<file path="config.mk">
export PLATFORM = sky130hd
export DESIGN_NAME = proc_block_buffer_flat
export DESIGN_NICKNAME = d
export VERILOG_FILES = /design/src/rtl/proc_block_buffer_pkg.sv /design/src/rtl/proc_block_buffer_if.sv /design/src/rtl/proc_block_buffer_fifo.sv /design/src/rtl/proc_block_buffer.sv /design/src/flat_wrapper.sv
export SDC_FILE = /design/constraint.sdc
export NUM_CORES = 1
export LEC_CHECK = 0
export CAP_MARGIN = 40
export CORE_MARGIN = 3
export CORE_UTILIZATION = 55
export DETAILED_ROUTE_END_ITERATION = 6
export PLACE_DENSITY = 0.76
export SLEW_MARGIN = 20
export SYNTH_ARGS = -nofsm -noshare
export SYNTH_HDL_FRONTEND = slang
export SYNTH_SLANG_ARGS = --single-unit
</file>
<file path="constraint.sdc">
create_clock -name clk -period 4.15 [get_ports clk]
set_clock_uncertainty 0.2 [all_clocks]
set_input_delay 0.83 -clock clk [delete_from_list [all_inputs] [get_ports clk]]
set_output_delay 0.83 -clock clk [all_outputs]
set_load 0.02 [all_outputs]
</file>
<file path="src/rtl/proc_block_buffer_pkg.sv">
// Shared types and constants for the processing-memory block buffer stage.
// Transaction-type encoding matches the upstream write router.
package proc_block_buffer_pkg;

    localparam int unsigned PAWUSER_WIDTH = 1;

    localparam logic [PAWUSER_WIDTH-1:0] REGULAR = 1'b0;
    localparam logic [PAWUSER_WIDTH-1:0] BLOCK   = 1'b1;

    typedef logic [1:0] proc_state_t;

    localparam proc_state_t P_IDLE = 2'd0;
    localparam proc_state_t P_FILL = 2'd1;
    localparam proc_state_t P_DROP = 2'd2;

    function automatic logic is_block(input logic [PAWUSER_WIDTH-1:0] user);
        return user == BLOCK;
    endfunction

endpackage

</file>
<file path="src/rtl/proc_block_buffer_if.sv">
// Routed AW/W write stream in, framed drain stream out.
// The slave modport is the buffer side, the master modport drives it.
interface proc_block_buffer_if
    import proc_block_buffer_pkg::*;
#(
    parameter int unsigned DATA_WIDTH = 32
);

    logic                     s_awvalid;
    logic                     s_awready;
    logic [PAWUSER_WIDTH-1:0] s_awuser;
    logic                     s_wvalid;
    logic                     s_wready;
    logic [DATA_WIDTH-1:0]    s_wdata;
    logic                     s_wlast;
    logic                     m_valid;
    logic                     m_ready;
    logic [DATA_WIDTH-1:0]    m_data;
    logic                     m_last;

    modport slave (
        input  s_awvalid, s_awuser, s_wvalid, s_wdata, s_wlast, m_ready,
        output s_awready, s_wready, m_valid, m_data, m_last
    );

    modport master (
        output s_awvalid, s_awuser, s_wvalid, s_wdata, s_wlast, m_ready,
        input  s_awready, s_wready, m_valid, m_data, m_last
    );

endinterface

</file>
<file path="src/rtl/proc_block_buffer_fifo.sv">
// Synchronous first-word-fall-through FIFO; exports current and next occupancy.
// Read data is the rd_ptr entry, so a write shows on the output one cycle later.
module proc_block_buffer_fifo #(
    parameter int unsigned WIDTH = 33,
    parameter int unsigned DEPTH = 16
) (
    input  logic                       clk,
    input  logic                       rst_n,
    input  logic                       i_wr_en,
    input  logic [WIDTH-1:0]           i_wr_data,
    input  logic                       i_rd_en,
    output logic [WIDTH-1:0]           o_rd_data,
    output logic [$clog2(DEPTH+1)-1:0] o_count,
    output logic [$clog2(DEPTH+1)-1:0] o_count_next_c
);

    localparam int unsigned CNT_W = $clog2(DEPTH + 1);
    localparam int unsigned PTR_W = $clog2(DEPTH);

    logic [WIDTH-1:0] r_mem [DEPTH];
    logic [PTR_W-1:0] r_wr_ptr;
    logic [PTR_W-1:0] r_rd_ptr;
    logic [CNT_W-1:0] r_count;
    logic [CNT_W-1:0] w_count_next;
    logic             w_wr;
    logic             w_rd;

    assign w_wr = i_wr_en && (r_count != CNT_W'(DEPTH));
    assign w_rd = i_rd_en && (r_count != '0);

    // Simultaneous read and write leaves occupancy unchanged
    always_comb begin
        w_count_next = r_count;
        case ({w_wr, w_rd})
            2'b10:   w_count_next = r_count + CNT_W'(1);
            2'b01:   w_count_next = r_count - CNT_W'(1);
            default: w_count_next = r_count;
        endcase
    end

    always_ff @(posedge clk) begin
        if (w_wr) begin
            r_mem[r_wr_ptr] <= i_wr_data;
        end
    end

    // Power-of-2 depth lets the pointers wrap naturally
    always_ff @(posedge clk or negedge rst_n) begin
        if (!rst_n) begin
            r_wr_ptr <= '0;
            r_rd_ptr <= '0;
            r_count  <= '0;
        end else begin
            if (w_wr) begin
                r_wr_ptr <= r_wr_ptr + PTR_W'(1);
            end
            if (w_rd) begin
                r_rd_ptr <= r_rd_ptr + PTR_W'(1);
            end
            r_count <= w_count_next;
        end
    end

    assign o_rd_data      = r_mem[r_rd_ptr];
    assign o_count        = r_count;
    assign o_count_next_c = w_count_next;

endmodule

</file>
<file path="src/rtl/proc_block_buffer.sv">
// Stores BLOCK-type write bursts for the processing consumer, discards REGULAR bursts,
// and produces the proc_full / block_fin feedback consumed by the write router.
module proc_block_buffer
    import proc_block_buffer_pkg::*;
#(
    parameter int unsigned DATA_WIDTH = 32,
    parameter int unsigned DEPTH      = 16,
    parameter int unsigned MAX_BURST  = 8,
    parameter int unsigned PEND_W     = 4
) (
    input  logic                  clk,
    input  logic                  rst_n,
    proc_block_buffer_if.slave    bus,
    output logic                  proc_full,
    output logic                  block_fin,
    output logic [PEND_W-1:0]     blocks_pending,
    output logic                  ovf_err
);

    localparam int unsigned CNT_W   = $clog2(DEPTH + 1);
    localparam int unsigned BEAT_W  = $clog2(MAX_BURST);
    localparam int unsigned ENTRY_W = DATA_WIDTH + 1;

    proc_state_t        r_state;
    proc_state_t        w_state_next;
    logic [BEAT_W-1:0]  r_beat_cnt;
    logic               r_out_en;
    logic               r_proc_full;
    logic               r_block_fin;
    logic [PEND_W-1:0]  r_pending;
    logic               r_ovf;

    logic               w_awready;
    logic               w_wready;
    logic               w_wr_en;
    logic               w_beat_clr;
    logic               w_beat_inc;
    logic               w_pend_inc;
    logic               w_pend_dec;
    logic               w_set_ovf;
    logic               w_beat_at_max;
    logic               w_m_valid;
    logic               w_m_hs;
    logic [ENTRY_W-1:0] w_wr_entry;
    logic [ENTRY_W-1:0] w_rd_entry;
    logic [CNT_W-1:0]   w_count;
    logic [CNT_W-1:0]   w_count_next;

    assign w_beat_at_max = (r_beat_cnt == BEAT_W'(MAX_BURST - 1));
    assign w_wr_entry    = {bus.s_wlast | w_beat_at_max, bus.s_wdata};

    proc_block_buffer_fifo #(
        .WIDTH (ENTRY_W),
        .DEPTH (DEPTH)
    ) u_fifo (
        .clk            (clk),
        .rst_n          (rst_n),
        .i_wr_en        (w_wr_en),
        .i_wr_data      (w_wr_entry),
        .i_rd_en        (w_m_hs),
        .o_rd_data      (w_rd_entry),
        .o_count        (w_count),
        .o_count_next_c (w_count_next)
    );

    // Burst intake FSM: next state and handshake decode
    always_comb begin
        w_state_next = r_state;
        w_awready    = 1'b0;
        w_wready     = 1'b0;
        w_wr_en      = 1'b0;
        w_beat_clr   = 1'b0;
        w_beat_inc   = 1'b0;
        w_pend_inc   = 1'b0;
        w_set_ovf    = 1'b0;
        case (r_state)
            P_IDLE: begin
                w_awready = r_out_en && !(is_block(bus.s_awuser) && r_proc_full);
                if (bus.s_awvalid && w_awready) begin
                    w_beat_clr   = 1'b1;
                    w_state_next = is_block(bus.s_awuser) ? P_FILL : P_DROP;
                end
            end
            P_FILL: begin
                w_wready = (w_count < CNT_W'(DEPTH));
                if (bus.s_wvalid && w_wready) begin
                    w_wr_en    = 1'b1;
                    w_beat_inc = 1'b1;
                    if (bus.s_wlast) begin
                        w_pend_inc   = 1'b1;
                        w_state_next = P_IDLE;
                    end else if (w_beat_at_max) begin
                        // Oversized burst: close the stored block, swallow the tail
                        w_pend_inc   = 1'b1;
                        w_set_ovf    = 1'b1;
                        w_state_next = P_DROP;
                    end
                end
            end
            P_DROP: begin
                w_wready = 1'b1;
                if (bus.s_wvalid && bus.s_wlast) begin
                    w_state_next = P_IDLE;
                end
            end
            default: begin
                w_state_next = P_IDLE;
            end
        endcase
    end

    assign w_m_valid  = (w_count != '0);
    assign w_m_hs     = w_m_valid && bus.m_ready;
    assign w_pend_dec = w_m_hs && w_rd_entry[DATA_WIDTH];

    // r_out_en holds the address channel closed until the first edge after reset release
    always_ff @(posedge clk or negedge rst_n) begin
        if (!rst_n) begin
            r_state     <= P_IDLE;
            r_beat_cnt  <= '0;
            r_out_en    <= 1'b0;
            r_proc_full <= 1'b0;
            r_block_fin <= 1'b0;
            r_ovf       <= 1'b0;
        end else begin
            r_state     <= w_state_next;
            r_out_en    <= 1'b1;
            r_proc_full <= (w_count_next > CNT_W'(DEPTH - MAX_BURST));
            r_block_fin <= w_pend_dec;
            if (w_set_ovf) begin
                r_ovf <= 1'b1;
            end
            if (w_beat_clr) begin
                r_beat_cnt <= '0;
            end else if (w_beat_inc) begin
                r_beat_cnt <= r_beat_cnt + BEAT_W'(1);
            end
        end
    end

    // Saturating count of complete blocks not yet drained
    always_ff @(posedge clk or negedge rst_n) begin
        if (!rst_n) begin
            r_pending <= '0;
        end else if (w_pend_inc && !w_pend_dec && (r_pending != {PEND_W{1'b1}})) begin
            r_pending <= r_pending + PEND_W'(1);
        end else if (w_pend_dec && !w_pend_inc && (r_pending != '0)) begin
            r_pending <= r_pending - PEND_W'(1);
        end
    end

    assign bus.s_awready  = w_awready;
    assign bus.s_wready   = w_wready;
    assign bus.m_valid    = w_m_valid;
    assign bus.m_data     = w_rd_entry[DATA_WIDTH-1:0];
    assign bus.m_last     = w_rd_entry[DATA_WIDTH];
    assign proc_full      = r_proc_full;
    assign block_fin      = r_block_fin;
    assign blocks_pending = r_pending;
    assign ovf_err        = r_ovf;

endmodule

</file>
<file path="src/flat_wrapper.sv">
// flat-port wrapper written by rule: the top's interface ports become plain ports
module proc_block_buffer_flat import proc_block_buffer_pkg::*;
#(
    parameter int unsigned DATA_WIDTH = 32,
    parameter int unsigned DEPTH      = 16,
    parameter int unsigned MAX_BURST  = 8,
    parameter int unsigned PEND_W     = 4
)
  (clk, rst_n, proc_full, block_fin, blocks_pending, ovf_err, bus_s_awvalid, bus_s_awuser, bus_s_wvalid, bus_s_wdata, bus_s_wlast, bus_m_ready, bus_s_awready, bus_s_wready, bus_m_valid, bus_m_data, bus_m_last);
  proc_block_buffer_if #(.DATA_WIDTH(DATA_WIDTH)) bus_i ();
  input  logic clk;
  input  logic rst_n;
  output logic proc_full;
  output logic block_fin;
  output logic [PEND_W-1:0] blocks_pending;
  output logic ovf_err;
  input wire logic [$bits(bus_i.s_awvalid)-1:0] bus_s_awvalid;
  input wire logic [$bits(bus_i.s_awuser)-1:0] bus_s_awuser;
  input wire logic [$bits(bus_i.s_wvalid)-1:0] bus_s_wvalid;
  input wire logic [$bits(bus_i.s_wdata)-1:0] bus_s_wdata;
  input wire logic [$bits(bus_i.s_wlast)-1:0] bus_s_wlast;
  input wire logic [$bits(bus_i.m_ready)-1:0] bus_m_ready;
  output wire logic [$bits(bus_i.s_awready)-1:0] bus_s_awready;
  output wire logic [$bits(bus_i.s_wready)-1:0] bus_s_wready;
  output wire logic [$bits(bus_i.m_valid)-1:0] bus_m_valid;
  output wire logic [$bits(bus_i.m_data)-1:0] bus_m_data;
  output wire logic [$bits(bus_i.m_last)-1:0] bus_m_last;
  assign bus_i.s_awvalid = bus_s_awvalid;
  assign bus_i.s_awuser = bus_s_awuser;
  assign bus_i.s_wvalid = bus_s_wvalid;
  assign bus_i.s_wdata = bus_s_wdata;
  assign bus_i.s_wlast = bus_s_wlast;
  assign bus_i.m_ready = bus_m_ready;
  assign bus_s_awready = bus_i.s_awready;
  assign bus_s_wready = bus_i.s_wready;
  assign bus_m_valid = bus_i.m_valid;
  assign bus_m_data = bus_i.m_data;
  assign bus_m_last = bus_i.m_last;
  proc_block_buffer #(.DATA_WIDTH(DATA_WIDTH), .DEPTH(DEPTH), .MAX_BURST(MAX_BURST), .PEND_W(PEND_W)) u_core (.clk(clk), .rst_n(rst_n), .bus(bus_i), .proc_full(proc_full), .block_fin(block_fin), .blocks_pending(blocks_pending), .ovf_err(ovf_err));
endmodule
</file>
==> reports/results.tsv <==
metric	value	unit
status	completed	
hpwl dp	23000	um
initial core utilization	56.3	%
Seq/Total Area, Yosys	76.9	%
GRT overflow	0	
Tcrit/Tclk final	98.0	%
Post-Place Cells	1497	
Synth Flop Type	edfxtp_1	
Crit Path Class	reg -> out	
final antenna diode count	0	
DR WL/cell	27.7	um
Worst-path clk slew	0.06	ns
post-layout min period	4.07	ns
total die area	41400	sq um
Slew Limit Fails	0	
Core ar.	38100	sq um
flip-flop and latch count after synthesis	554	
PortBufs	81	
Worst-Margin Slew	0.612	ns
Total Wirelength	44300	um
I/O pins	82	
maximum vdd drop	0.473	mV
largest cells by area after synthesis	edfxtp_1, mux4_2, dfrtp_1	
CTS hold repair buffers	0	
Clock Sinks	554	
worst-path maximum fanout	21	
initial drt markers	878	
routability cong.	0.744	
top cell type's share of synthesized area	73.8	%
cell area after synthesis	21500	sq um
synth-to-layout area growth	16.7	%
layout cells sized above 1	29.5	%
Leak	8.11	nW
Final #Nets	1100	
Slew Limit Headroom	59.2	%
Final Hold Viols	0	
clk_lat worst skew	0.58	ns
RSZ-0062 raised after global routing	false	
required time worst endpoint	3.12	ns
startpoint types	flop	
Post-DRT Antenna Nets	0	
synth cell count leaders	edfxtp_1, mux4_2, clkbuf_1	
CP Data Arrival Time	3.04	ns
DR vias	9945	
GRT Total Usage	22.2	%
Longest Clk Path Bufs	3	
number of enable flip-flop cells after synthesis	528	
Chip Width	204	um
maximum clock rate	0.246	GHz
CTS root buffer	clkbuf_16	
Synth area leader	edfxtp_1	
Yosys cell types	49	
Pwr Density	654	nW/um^2
H-tree Lvls	2	
final std cells w/o fill	1600	
Core Rows	71	
Via density	6.22	
vias in the first global route	10566	
Avg Cell Area, Syn	23.6	sq um
Ys Warns	0	
CTS buffer count	53	
Final setup viols	0	
Mapped Nets	964	
first-pass GRT wire length	67500	um
CTS tree	built	
top-count cell post-synth	edfxtp_1	
initial antenna violation count	2	
Post-Synthesis Cells	910	
# DRC	0	
Hold WC Path Type	reg -> reg	
DRT Pass-1 Iters	5	
ys async rst share	4.69	%
largest net degree at the start of global routing	45	
max cap viols	0	
die height	204	um
crit end category	primary output	
TNS Setup	0	ns
placed cells by master (no fill, tap or decap), types with 4 or more instances in the layout:
cell / instances
buf_4: 27
mux2i_1: 12
mux2_2: 6
dfrtp_1: 22
xor2_1: 4
clkinv_2: 12
bufinv_16: 6
edfxtp_1: 528
clkbuf_16: 54
dlymetal6s2s_1: 6
and2_2: 16
and2_1: 4
mux4_2: 162
clkbuf_1: 6
nand2_1: 14
inv_1: 10
xnor2_1: 12
nor2_1: 6
ha_1: 14
o21ai_0: 4
a21oi_1: 9
clkinvlp_4: 4
clkdlybuf4s50_1: 74
buf_12: 17
clkinv_1: 14
per-layer routing:
metal  GRT usage (%)  up-vias  wire, um  part of all wire, %
met5               0        -        27                0.061
met4            7.23        4      1150                  2.6
met3            3.88       81      3100                  7.0
met2            36.4      430     22500                   51
met1            31.1     5293     17500                   39
li1                -     4137         -                    -
final timing paths:
check                                     startpoint                        end  slack, ns  depth (start not counted)
min reg2reg                           u_core.ovf_err             u_core.ovf_err       0.28                          1
max in group asynchronous                      rst_n  u_core.u_fifo.r_rd_ptr[1]       2.70                          2
max                        u_core.u_fifo.r_rd_ptr[0]             bus_m_data[13]       0.08                          5
min                                   u_core.ovf_err             u_core.ovf_err       0.28                          1
min in group asynchronous                      rst_n   u_core.u_fifo.o_count[1]       0.41                          1
max reg2reg                 u_core.u_fifo.o_count[1]           u_core.proc_full       0.78                          8
sequential cells by signal (all words and copies together) (netlist names), 2 cells and up:
register                count
u_core.u_fifo.r_mem       528
u_core.r_state              2
u_core.r_beat_cnt           3
u_core.u_fifo.o_count       5
u_core.u_fifo.r_wr_ptr      4
u_core.u_fifo.r_rd_ptr      4
u_core.blocks_pending       4
area by class of cell:
| cell class | instances | area, sq um |
|---|---|---|
| timing repair buffer | 126 | 1380 |
| tap | 511 | 639 |
| sequential | 554 | 16500 |
| fill | 2312 | 13100 |
| multi-input combinational | 300 | 4740 |
| clock buffer | 60 | 1370 |
| clock inverter | 38 | 364 |
| inverter | 11 | 41.3 |
through the flow:
stage | hold WS, ns | worst slack (ns) | util [%] | area (sq um) | total power [mW]
2_1_floorplan | 0.293 | 0.750 | - | 21500 | 10.0
3_3_place_gp | 0.247 | 0.436 | 61.0 | 23200 | 11.6
4_1_cts | 0.282 | 0.0227 | 65.7 | 25000 | 16.6
6_report | 0.278 | 0.0828 | 65.7 | 25100 | 16.4
3_5_place_dp | 0.264 | 0.420 | 61.0 | 23200 | 11.7
5_1_grt | 0.307 | 0.00189 | 65.7 | 25100 | 17.0
what timing repair did:
action | CTS | global route
endpoints found under the setup margin | 29 | 6
buffers inserted | 5 | 0
resized for setup | 1 | 6
report_power, final:
part           leakage [nW]  switching [mW]  internal (mW)  total (mW)
clock network         0.846            2.02           2.76        4.78
logic                  2.21            2.29           2.71        4.99
registers              5.06           0.298           6.32        6.62
logic make-up after synthesis:
group / Yosys count / share of synthesized area [%]
XOR/XNOR: 16 / 0.653
buffers and inverters: 56 / 1.14
AND/OR/NAND/NOR: 59 / 1.56
multiplexers: 180 / 17.9
other: 1 / 0.0175
AO/OA/AOI/OAI: 29 / 0.979
adder cells (fa/ha/maj): 15 / 0.909
flip-flops: 554 / 76.9
worst max-delay path, stage by stage, from the launching register on:
cell             delay, ns
dfrtp_4               0.49
buf_12                0.17
buf_12                0.21
mux4_2                0.54
mux4_2                0.49
clkdlybuf4s50_1       0.55
No activity file was read; power rests on OpenSTA's default activity.
